<file path="src/rtl/program_loader.sv">
// Program-entry memory: stores one switch-set instruction per debounced button
// press, with a full-memory erase sweep and a registered read port for the CPU.
module program_loader #(
  parameter int DEPTH = 16,
  parameter int AW    = 4
) (
  input  logic          clk,
  input  logic          reset,
  input  logic          load_mode,
  input  logic          load_btn,
  input  logic          clear,
  input  logic [7:0]    instruction,
  input  logic [AW-1:0] rd_addr,
  output logic [7:0]    rd_data,
  output logic [AW-1:0] wr_addr,
  output logic [AW:0]   prog_count,
  output logic          full,
  output logic          busy,
  output logic          write_done,
  output logic          overflow,
  output logic [1:0]    state
);

  localparam logic [1:0] S_IDLE  = 2'd0;
  localparam logic [1:0] S_WRITE = 2'd1;
  localparam logic [1:0] S_HOLD  = 2'd2;
  localparam logic [1:0] S_CLEAR = 2'd3;

  localparam logic [AW:0]   FULL_COUNT = (AW+1)'(DEPTH);
  localparam logic [AW-1:0] LAST_ADDR  = AW'(DEPTH - 1);

  logic [7:0]    mem [DEPTH];
  logic [1:0]    state_q;
  logic          btn_q;
  logic          armed;
  logic [AW-1:0] clr_addr;
  logic          load_req;
  logic          do_write;
  logic          sweeping;
  logic          mem_we;
  logic [AW-1:0] mem_addr;
  logic [7:0]    mem_data;

  // armed stays low until the button is seen released after reset, so a
  // button held through reset cannot produce a phantom edge.
  assign load_req = armed && !btn_q && load_btn;
  assign full     = (prog_count == FULL_COUNT);
  assign busy     = (state_q == S_WRITE) || (state_q == S_CLEAR);
  assign state    = state_q;

  always_comb begin
    do_write = (state_q == S_WRITE) && !clear;
    sweeping = (state_q == S_CLEAR);
    mem_we   = do_write || sweeping;
    mem_addr = sweeping ? clr_addr : wr_addr;
    mem_data = sweeping ? 8'h00 : instruction;
  end

  // Memory has no reset: contents survive reset and an abandoned sweep.
  always_ff @(posedge clk) begin
    if (mem_we) mem[mem_addr] <= mem_data;
  end

  always_ff @(posedge clk or posedge reset) begin
    if (reset) begin
      state_q    <= S_IDLE;
      btn_q      <= 1'b0;
      armed      <= 1'b0;
      wr_addr    <= '0;
      prog_count <= '0;
      overflow   <= 1'b0;
      write_done <= 1'b0;
      clr_addr   <= '0;
      rd_data    <= 8'h00;
    end else begin
      btn_q      <= load_btn;
      if (!load_btn) armed <= 1'b1;
      rd_data    <= mem[rd_addr];
      write_done <= do_write;
      case (state_q)
        S_IDLE: begin
          if (clear) begin
            state_q  <= S_CLEAR;
            clr_addr <= '0;
          end else if (load_req && load_mode) begin
            if (full) overflow <= 1'b1;
            else      state_q  <= S_WRITE;
          end
        end
        S_WRITE: begin
          if (clear) begin
            state_q  <= S_CLEAR;
            clr_addr <= '0;
          end else begin
            wr_addr <= wr_addr + 1'b1;
            if (prog_count != FULL_COUNT) prog_count <= prog_count + 1'b1;
            state_q <= S_HOLD;
          end
        end
        S_HOLD: begin
          if (clear) begin
            state_q  <= S_CLEAR;
            clr_addr <= '0;
          end else if (!load_btn || !load_mode) begin
            state_q <= S_IDLE;
          end
        end
        default: begin
          // Sweep runs to completion; clear is not sampled here.
          clr_addr <= clr_addr + 1'b1;
          if (clr_addr == LAST_ADDR) begin
            state_q    <= S_IDLE;
            wr_addr    <= '0;
            prog_count <= '0;
            overflow   <= 1'b0;
          end
        end
      endcase
    end
  end

endmodule

</file>
<file path="config.mk">
export PLATFORM = sky130hd
export DESIGN_NAME = program_loader
export DESIGN_NICKNAME = d
export VERILOG_FILES = /design/src/rtl/program_loader.sv
export SDC_FILE = /design/constraint.sdc
export NUM_CORES = 1
export LEC_CHECK = 0
export BUFFER_PORTS_ARGS = -buffer_cell sky130_fd_sc_hd__buf_4
export CAP_MARGIN = 20
export CORE_ASPECT_RATIO = 0.5
export CORE_MARGIN = 3
export CORE_UTILIZATION = 54
export CTS_CLUSTER_SIZE = 20
export DETAILED_ROUTE_END_ITERATION = 12
export GPL_ROUTABILITY_DRIVEN = 0
export HOLD_SLACK_MARGIN = 0.15
export PLACE_DENSITY = 0.75
export SYNTH_ARGS = -nofsm -noshare
export SYNTH_HDL_FRONTEND = slang
export SYNTH_SLANG_ARGS = --single-unit
</file>
<file path="constraint.sdc">
create_clock -name clk -period 2.08 [get_ports clk]
set_input_delay 0.104 -clock clk [delete_from_list [all_inputs] [get_ports clk]]
set_output_delay 0.104 -clock clk [all_outputs]
set_load 0.01 [all_outputs]
</file>
==> impl_metrics.csv, run 1 <==
group,metric,value,unit
run_status,status,"complete, no violations",
setup_path,cp_cell_sequence,"inv_1, ha_1, nand2b_1, buf_4, inv_1, a31oi_1, nor2_1, buf_4",
global_route,grt_pass1_wl,20.9,mm
logic_synthesis,synth_edf_count,128,
global_route,grt.total_usage,21.6,%
logic_synthesis,synth_nets,390,
route,drc,0,
final_layout,diodes,0,
clock_network,cts_root_buf,"clkbuf_16",
sta,timing.fmax,488,MHz
min_path,min_from,"load_mode",
global_route,gr-total-overflow,0,
sta,grt_setup_unrepaired,"yes",
min_path,hp-class,"in -> reg",
global_route,grt_max_degree,33,
clock_network,cts.htree.levels,4,
placement,dp_hpwl,8.72,mm
clock_network,cts_tree,"yes",
setup_path,crit_fanout,8,
final_layout,fillers,725,
floorplan,die_y,82.8,um
floorplan,die_x,160,um
route,vias_per_cell,5.92,
route,first_iter_violations,269,
sta,finalCritPeriodShare,98.6,%
logic_synthesis,synthTopCellsByArea,"edfxtp_1 (60%), mux4_2 (11%), dfrtp_1 (11%)",
placement,portBuffers,39,
sta,hold_viol,0,
sta,fin_worst_skew,0.0151,ns
setup_path,max_stage_delay,0.48,ns
route,dr.pass1.iters,5,
setup_path,slowest_stage,"a31oi_1",
sta,tightestPinTransition,0.710,ns
final_layout,stdcell_count,616,
route,ant_nets,0,
min_path,worst_hold_path.endpoint,"overflow",
clock_network,cts_buffers,17,
route,vias,3649,
final_layout,seq_area,4520,um2
logic_synthesis,ys_ff_latch,155,
sta,setup_tns,0,ns
setup_path,cp-start-kind,"flip-flop",
clock_network,cts.sinks,155,
sta,setup_viol,0,
placement,dp.cells,581,
floorplan,core_region_area,11200,um2
power_and_ir_drop,power.leakage,2.78,nW
setup_path,timing.rr.start,"state[1]",
clock_network,clk_pin_slew_worst_paths,0.06,ns
final_layout,syn_to_final_growth,19.4,%
setup_path,worstPathArrival,2.22,ns
logic_synthesis,yosysTopAreaCell,"edfxtp_1",
power_and_ir_drop,power,0.00871,W
sta,hold_ws,0.174,ns
setup_path,cp-end-kind,"flip-flop",
logic_synthesis,async_flop_share,17.4,%
final_layout,nNetsFinal,470,
logic_synthesis,synth_top_area_share,60.4,%
route,wl_per_cell,22.1,um
logic_synthesis,yosys_warnings,0,
logic_synthesis,ys.flop_type,"edfxtp_1",
final_layout,multi_input_area,1720,um2
global_route,antenna_found_initial,0,
run,maxCapViolations,0,
clock_network,clk_path_buf_depth,2,
power_and_ir_drop,vdd_drop_max,887,uV
logic_synthesis,synth_area,6360,um2
floorplan,initial_core_util,56.6,%
setup_path,ff2ff_setup_slack,0.03,ns
sta,slew_violations,0,
min_path,hold_depth,5,
setup_path,r2r-end,"mem[9][0]",
global_route,grt_pass1_vias,3757,
clock_network,clock_latency,0.42,ns
sta,slew_headroom,52.5,%
floorplan,ios,40,
floorplan,core.rowCount,27,
power_and_ir_drop,power_density,1150,nW/um2
clock_network,postCtsSetupBuffers,0,
setup_path,critical_path_required,2.25,ns
logic_synthesis,synth-seq-area-share,71.0,%
setup_path,reg2reg_depth,8,
sta,post-route-min-period,2.05,ns
logic_synthesis,ys_types,42,
logic_synthesis,synth_area_per_cell,17.5,um2
final_layout,fin_util,67.5,%
floorplan,die-area,13200,um2
logic_synthesis,netlist_instances,364,
final_layout,drive_gt1_share,32.4,%
route,wirelength,13.6,mm
setup_path,crit_type,"reg -> reg",
==> metrics by stage <==
step | setup WS (ns) | area [um2]
2_1_floorplan | -0.107 | 6360
4_1_cts | 0.0283 | 7590
3_5_place_dp | -0.0131 | 7040
6_report | 0.0300 | 7600
3_3_place_gp | 0.169 | 7040
5_1_grt | -0.127 | 7600
==> worst max-delay path, delay by kind of cell (launching register included) <==
| kind | cells | cell delay [ns] |
|---|---|---|
| buffers and inverters | 4 | 0.54 |
| adder cells (fa/ha/maj) | 1 | 0.20 |
| AO/OA/AOI/OAI | 1 | 0.48 |
| flip-flops | 1 | 0.38 |
| AND/OR/NAND/NOR | 2 | 0.21 |
==> power by group <==
group	total [W]	switching, W	leakage, nW	internal [W]
clock network	0.00267	0.00117	0.246	0.00150
logic	0.00197	0.00112	1.04	0.000849
registers	0.00406	0.000226	1.49	0.00384
==> registers in the layout (all words and copies together), names as in the netlist <==
| register | count |
|---|---|
| write_done | 1 |
| armed | 1 |
| state | 2 |
| btn_q | 1 |
| mem | 128 |
| overflow | 1 |
| prog_count | 5 |
| clr_addr | 4 |
| wr_addr | 4 |
| rd_data | 8 |
==> worst max-delay path by stage <==
stage / endpoint / slack, ns / start / cells after the start
finish: mem[9][0] / 0.03 / state[1] / 8
global route: mem[9][0] / -0.13 / state[1] / 8
CTS: mem[9][1] / 0.03 / state[1] / 8
detailed placement: mem[8][6] / -0.01 / state[0] / 3
global placement: state[0] / 0.17 / state[0] / 7
floorplan: mem[11][0] / -0.11 / state[0] / 5
==> kinds of logic (layout without fill, tap and decap cells) <==
kind of cell	after synthesis	after routing	synth area share, %
AOI/OAI and AO/OA	48	48	5.60
xor gates and xnor gates	1	1	0.138
adders and majority gates	9	9	1.77
buffers and inverters	28	121	2.18
DFF	155	155	71.0
muxes	38	38	12.4
and+or+nand+nor	85	85	6.88
==> what timing repair did <==
action,in CTS,in global routing
gates resized for setup,3,3
endpoints found under the setup margin,32,97
endpoints found under the hold margin,32,0
pin swaps,0,0
hold buffers,3,0
==> layout by cell type (no fill, tap or decap), types with 2 or more instances in the layout <==
| master | Yosys | routed |
|---|---|---|
| edfxtp_1 | 128 | 128 |
| buf_4 | 2 | 75 |
| mux4_2 | 32 | 32 |
| dfrtp_1 | 27 | 27 |
| nor2_1 | 26 | 24 |
| nand2_1 | 18 | 18 |
| a22oi_1 | 17 | 17 |
| clkbuf_16 | 0 | 17 |
| inv_1 | 10 | 10 |
| nor2b_1 | 12 | 9 |
| a22o_1 | 8 | 8 |
| ha_1 | 9 | 8 |
| a31oi_1 | 7 | 7 |
| o21ai_0 | 7 | 7 |
| clkinv_2 | 0 | 5 |
| nand3_1 | 4 | 4 |
| nor4_1 | 4 | 4 |
| nand4b_1 | 4 | 4 |
| nor2_2 | 1 | 3 |
| nor2b_2 | 0 | 3 |
| mux2i_1 | 3 | 3 |
| a21o_1 | 3 | 3 |
| clkinvlp_4 | 0 | 3 |
| clkinv_1 | 0 | 3 |
| dlygate4sd3_1 | 0 | 3 |
| nand2b_1 | 2 | 2 |
| and2_1 | 2 | 2 |
| and3_1 | 2 | 2 |
| mux2_2 | 2 | 2 |
| o31ai_1 | 2 | 2 |
| a21oi_1 | 2 | 2 |
| nor3b_1 | 2 | 2 |
| nor3_1 | 2 | 2 |
| inv_6 | 0 | 2 |
| clkbuf_1 | 5 | 2 |
==> synthesized netlist by cell type (all sizes together) (4+ instances only) <==
cell type  instances
edfxtp           128
mux4              32
dfrtp             27
nor2              27
nand2             18
a22oi             17
buf               12
nor2b             12
inv               10
ha                 9
a22o               8
a31oi              7
o21ai              7
clkbuf             6
nand3              4
nand4b             4
nor4               4
==> layer usage <==
| metal | global-route usage [%] | vias up | part of all wire (%) |
|---|---|---|---|
| met3 | 5.63 | 24 | 6.2 |
| met5 | 0 | - | 0 |
| met1 | 27.4 | 1892 | 41 |
| met4 | 7.69 | 0 | 1.4 |
| met2 | 37.2 | 131 | 51 |
| li1 | - | 1602 | - |
==> layout make-up <==
class / instances / share of cell area, %
Tap cell: 159 / 2.62
Sequential cell: 155 / 59.5
Clock inverter: 13 / 1.00
Timing Repair Buffer: 79 / 8.07
Clock buffer: 19 / 5.70
Multi-Input combinational cell: 181 / 22.6
Inverter: 10 / 0.494
Note: power is estimated with default switching activity, not from simulation.
==> run 2, diff against run 1 <==
--- a/config.mk
+++ b/config.mk
@@ -7,14 +7,16 @@
 export LEC_CHECK = 0
 export BUFFER_PORTS_ARGS = -buffer_cell sky130_fd_sc_hd__buf_4
 export CAP_MARGIN = 20
+export CELL_PAD_IN_SITES_DETAIL_PLACEMENT = 0
+export CELL_PAD_IN_SITES_GLOBAL_PLACEMENT = 1
 export CORE_ASPECT_RATIO = 0.5
 export CORE_MARGIN = 3
-export CORE_UTILIZATION = 54
+export CORE_UTILIZATION = 47
 export CTS_CLUSTER_SIZE = 20
 export DETAILED_ROUTE_END_ITERATION = 12
 export GPL_ROUTABILITY_DRIVEN = 0
 export HOLD_SLACK_MARGIN = 0.15
-export PLACE_DENSITY = 0.75
+export PLACE_DENSITY_LB_ADDON = 0.1
 export SYNTH_ARGS = -nofsm -noshare
 export SYNTH_HDL_FRONTEND = slang
 export SYNTH_SLANG_ARGS = --single-unit
==> run 2 against run 1 <==
Compared with the run above: maximum frequency is 3.8% higher; register-to-register slack better by 0.07 ns; critical path depth shrank 1; worst hold slack improved by 0.063 ns; sequential cell count unchanged; clock-buffer cell count is 2 lower; core utilization decreased by 7.8 points; via count shrank 3.6%.
==> impl_metrics.csv, run 2 (same netlist as run 1, synthesis figures left out) <==
group,metric,value,unit
min_path,min_from,"rd_addr[3]",
floorplan,core_region_area,13000,um2
route,wirelength,13.3,mm
final_layout,layout_commonest_cell,"edfxtp_1",
final_layout,nNetsFinal,471,
setup_path,worst_path_dominant_cell_family,"simple AND/OR/NAND/NOR gates",
global_route,grt.total_usage,19.1,%
placement,placed_cell_area,7030,um2
route,wl_per_cell,21.3,um
setup_path,cp-end-kind,"flip-flop",
setup_path,slowest_stage,"or3_4",
final_layout,regMostFlops,"mem",
final_layout,fin_util,59.7,%
sta,timing.fmax,506,MHz
final_layout,fillers,938,
route,vias,3516,
floorplan,ios,40,
route,drc,0,
clock_network,cts.htree.levels,4,
floorplan,die_x,171,um
placement,portBuffers,39,
sta,post-route-min-period,1.98,ns
floorplan,initial_core_util,49.1,%
run_status,status,"complete, no violations",
sta,setup_tns,0,ns
global_route,antenna_found_initial,0,
floorplan,die-area,15100,um2
power_and_ir_drop,vdd_drop_max,780,uV
setup_path,critical_path_buf_inv_count,2,
setup_path,timing.rr.start,"state[0]",
global_route,grt_pass1_wl,20.6,mm
final_layout,largestRegisters,"mem x128, rd_data x8, prog_count x5",
route,ant_nets,0,
final_layout,layout_common_cells,"edfxtp_1 (128), buf_4 (74), mux4_2 (32)",
final_layout,design_area,7740,um2
clock_network,clk_pin_slew_worst_paths,0.06,ns
power_and_ir_drop,power_density,1200,nW/um2
floorplan,die_y,88.3,um
route,first_iter_violations,275,
power_and_ir_drop,power,0.00925,W
run,maxCapViolations,0,
sta,finalCritPeriodShare,95.0,%
clock_network,clk_path_buf_depth,2,
sta,fin_worst_skew,0.00973,ns
sta,slew_headroom,49.7,%
final_layout,largest_reg_flops,128,
placement,dp_hpwl,9.00,mm
sta,tightestPinTransition,0.753,ns
clock_network,cts_root_buf,"clkbuf_16",
sta,slew_violations,0,
min_path,hp-class,"in -> reg",
setup_path,crit_fanout,7,
global_route,grt_pass1_vias,3571,
global_route,gr-total-overflow,0,
final_layout,multi_input_area,1720,um2
sta,grt_setup_unrepaired,"no",
setup_path,cp_cell_sequence,"buf_4, inv_1, ha_1, or2_1, or3_4, o311ai_4, mux2_4",
setup_path,crit_type,"reg -> reg",
setup_path,critical_path_required,2.38,ns
clock_network,cts.sinks,155,
floorplan,core.rowCount,29,
global_route,grt_max_degree,33,
power_and_ir_drop,power.leakage,2.83,nW
clock_network,cts_buffers,17,
clock_network,clock_latency,0.41,ns
sta,hold_viol,0,
route,dr.pass1.iters,4,
sta,hold_ws,0.238,ns
final_layout,drive_gt1_share,32.5,%
setup_path,cp-start-kind,"flip-flop",
final_layout,seq_area,4520,um2
setup_path,max_stage_delay,0.38,ns
route,vias_per_cell,5.60,
final_layout,syn_to_final_growth,21.6,%
setup_path,worstPathArrival,2.28,ns
clock_network,cts_tree,"yes",
setup_path,startpoint,"state[0]",
final_layout,diodes,0,
sta,setup_viol,0,
-- run 2: changes by cell type in the layout (fill, tap and decap cells not counted), moves of 3 or more --
cell,change
clkinv_2,-5
nor2b_1,+3
nor2b_2,-3
bufinv_16,+3
inv_8,+5
-- run 2: area by class of cell --
class                   count  area share, %
flip-flops and latches    155           58.4
multi-input cells         181           22.2
repair buffers             80           8.08
clock buffers              17           5.50
well taps                 170           2.75
clock inverters            15           2.59
inverters                  10          0.485
-- run 2: where the power goes --
group	switching [W]	total (W)	internal, W
combinational	0.00113	0.00198	0.000857
sequential	0.000192	0.00402	0.00383
clock	0.00131	0.00324	0.00194
total	0.00263	0.00925	0.00662
-- run 2: final timing paths --
path / slack, ns / depth (start not counted) / endpoint
worst max-delay path: 0.10 / 7 / state[0]
max in group asynchronous: 1.46 / 4 / rd_data[5]
worst max register to register: 0.10 / 7 / state[0]
worst min-delay path: 0.24 / 4 / rd_data[5]
worst min register to register: 0.48 / 1 / armed
min in group asynchronous: 0.33 / 4 / prog_count[3]
-- run 2: routing by layer --
layer,wire length (um),GRT usage [%]
met5,0,0
met2,6100,28.6
met1,6330,27.8
met3,764,4.69
met4,155,6.62
-- run 2: metrics by stage --
step,worst slack [ns],std cells
global route,0.00262,628
floorplan,-0.107,364
detailed placement,0.0767,589
global placement,0.134,589
CTS,0.0566,625
finish,0.105,628
-- run 2: worst register-to-register path, stage by stage (launching register included) --
cell,delay [ns]
dfrtp_1,0.36
buf_4,0.16
inv_1,0.06
ha_1,0.24
or2_1,0.25
or3_4,0.38
o311ai_4,0.09
mux2_4,0.33
-- run 2: repair_timing --
action | CTS | global route
hold endpoints to repair | 32 | 1
setup buffers | 0 | 0
endpoints found under the setup margin | 0 | 119
resized for setup | 0 | 4
hold buffers | 4 | 1
==> run 3, diff against run 2 <==
--- a/config.mk
+++ b/config.mk
@@ -9,7 +9,7 @@
 export CAP_MARGIN = 20
 export CELL_PAD_IN_SITES_DETAIL_PLACEMENT = 0
 export CELL_PAD_IN_SITES_GLOBAL_PLACEMENT = 1
-export CORE_ASPECT_RATIO = 0.5
+export CORE_ASPECT_RATIO = 0.8
 export CORE_MARGIN = 3
 export CORE_UTILIZATION = 47
 export CTS_CLUSTER_SIZE = 20
==> run 3 against run 2 <==
Compared with the run above: sequential power barely moved; sequential share of layout area about the same; design area hardly changed; total power fell by 2.7%; clock power fell by 12%; die area fell by 0.50%; non-clock buffer count rose by 9; core utilization shrank 0.43 points; worst hold slack worse by 0.012 ns; critical path type unchanged.
==> impl_metrics.csv, run 3 (same netlist as run 1, synthesis figures left out) <==
group,metric,value,unit
sta,grt_setup_unrepaired,"no",
setup_path,crit_type,"reg -> reg",
final_layout,layout_commonest_cell,"edfxtp_1",
floorplan,ios,40,
sta,timing.fmax,499,MHz
power_and_ir_drop,vdd_drop_max,587,uV
sta,setup_viol,0,
setup_path,worstPathArrival,2.31,ns
clock_network,cts.sinks,155,
clock_network,cts_root_buf,"clkbuf_16",
sta,fin_worst_skew,0.00928,ns
global_route,antenna_found_initial,0,
sta,slew_headroom,46.4,%
route,dr.pass1.iters,4,
floorplan,die_x,136,um
setup_path,critical_path_required,2.38,ns
floorplan,core_region_area,13100,um2
floorplan,initial_core_util,48.7,%
route,wl_per_cell,21.6,um
final_layout,nNetsFinal,480,
run_status,status,"complete, no violations",
clock_network,cts_tree,"yes",
final_layout,layout_common_cells,"edfxtp_1 (128), buf_4 (84), mux4_2 (32)",
sta,hold_viol,0,
power_and_ir_drop,power,0.00900,W
global_route,grt_max_degree,33,
route,ant_nets,0,
final_layout,diodes,0,
final_layout,fillers,1025,
clock_network,cts_buffers,17,
power_and_ir_drop,power_density,1160,nW/um2
setup_path,cp-start-kind,"flip-flop",
run,maxCapViolations,0,
sta,post-route-min-period,2.00,ns
final_layout,multi_input_area,1730,um2
sta,finalCritPeriodShare,96.3,%
clock_network,clk_path_buf_depth,2,
clock_network,clk_pin_slew_worst_paths,0.06,ns
global_route,grt_pass1_vias,3631,
placement,dp_hpwl,9.43,mm
sta,tightestPinTransition,0.802,ns
power_and_ir_drop,power.leakage,2.85,nW
placement,portBuffers,39,
global_route,grt_pass1_wl,21.9,mm
final_layout,largestRegisters,"mem x128, rd_data x8, prog_count x5",
route,first_iter_violations,287,
final_layout,largest_reg_flops,128,
floorplan,die-area,15000,um2
floorplan,core.rowCount,37,
clock_network,postCtsSetupBuffers,0,
route,wirelength,13.9,mm
clock_network,cts.htree.levels,4,
final_layout,syn_to_final_growth,21.7,%
route,drc,0,
clock_network,clock_latency,0.42,ns
sta,slew_violations,0,
global_route,gr-total-overflow,0,
setup_path,cp-end-kind,"flip-flop",
final_layout,fin_util,59.3,%
final_layout,seq_area,4520,um2
final_layout,regMostFlops,"mem",
floorplan,die_y,110,um
setup_path,crit_fanout,6,
route,vias,3540,
min_path,hp-class,"in -> reg",
global_route,grt.total_usage,20.4,%
route,vias_per_cell,5.51,
final_layout,drive_gt1_share,35.1,%
## run 3: cell count changes in the layout (fill, tap and decap cells not counted), moves of 3 or more
cell and change:
buf_4 +10, clkinv_2 +6, inv_8 -4, nor2b_1 -3, nor2b_2 +3
## run 3: worst max-delay path: stages, from the launching register on
cell	delay [ns]
dfrtp_1	0.35
buf_4	0.11
buf_4	0.13
inv_1	0.06
ha_2	0.19
or2_1	0.25
or3_4	0.39
o311ai_4	0.09
mux2_4	0.33
## run 3: repair_timing
| item | 4_1_cts | 5_1_grt |
|---|---|---|
| hold buffers | 4 | 0 |
| endpoints found under the setup margin | 36 | 52 |
| pin swaps | 0 | 1 |
| endpoints found under the hold margin | 32 | 0 |
| gates resized for setup | 3 | 6 |
## run 3: worst paths after layout
check,from,endpoint,slack (ns),cells past startpoint
setup / recovery,state[0],state[0],0.08,8
hold / removal,instruction[2],mem[6][2],0.23,2
setup reg to reg,state[0],state[0],0.08,8
hold reg to reg,armed,armed,0.47,1
max in group asynchronous,reset,clr_addr[0],1.46,4
min in group asynchronous,reset,rd_data[5],0.33,4
## run 3: report_power, final
group	switching (W)	internal (W)	leakage (nW)
combinational	0.00118	0.000956	1.08
clock	0.00122	0.00164	0.272
sequential	0.000170	0.00383	1.49
## run 3: area by class of cell
cell class                 instances  area share [%]
clock buffer                      17            5.49
clock inverter                    15            1.62
inverter                          10           0.485
multi-input combinational        181            22.3
sequential                       155            58.4
tap                              175            2.83
timing repair buffer              89            8.92
## run 3: routing by layer
layer  track usage, %  share of wire [%]
met3             4.31                7.7
met5                0                  0
met1             31.4                 46
met2             29.6                 45
met4             6.04                1.0
## run 3: through the flow
stage                     instances  area [um2]  setup WS (ns)  setup TNS (ns)  hold slack, ns
after floorplan                 364        6360         -0.107          -12.65           0.135
after global placement          606        7130         0.0756               0           0.208
after detailed placement        606        7130        -0.0375          -0.758           0.222
after CTS                       642        7730         0.0407               0           0.247
after global routing            642        7740        0.00251               0           0.240
final                           642        7740         0.0767               0           0.226
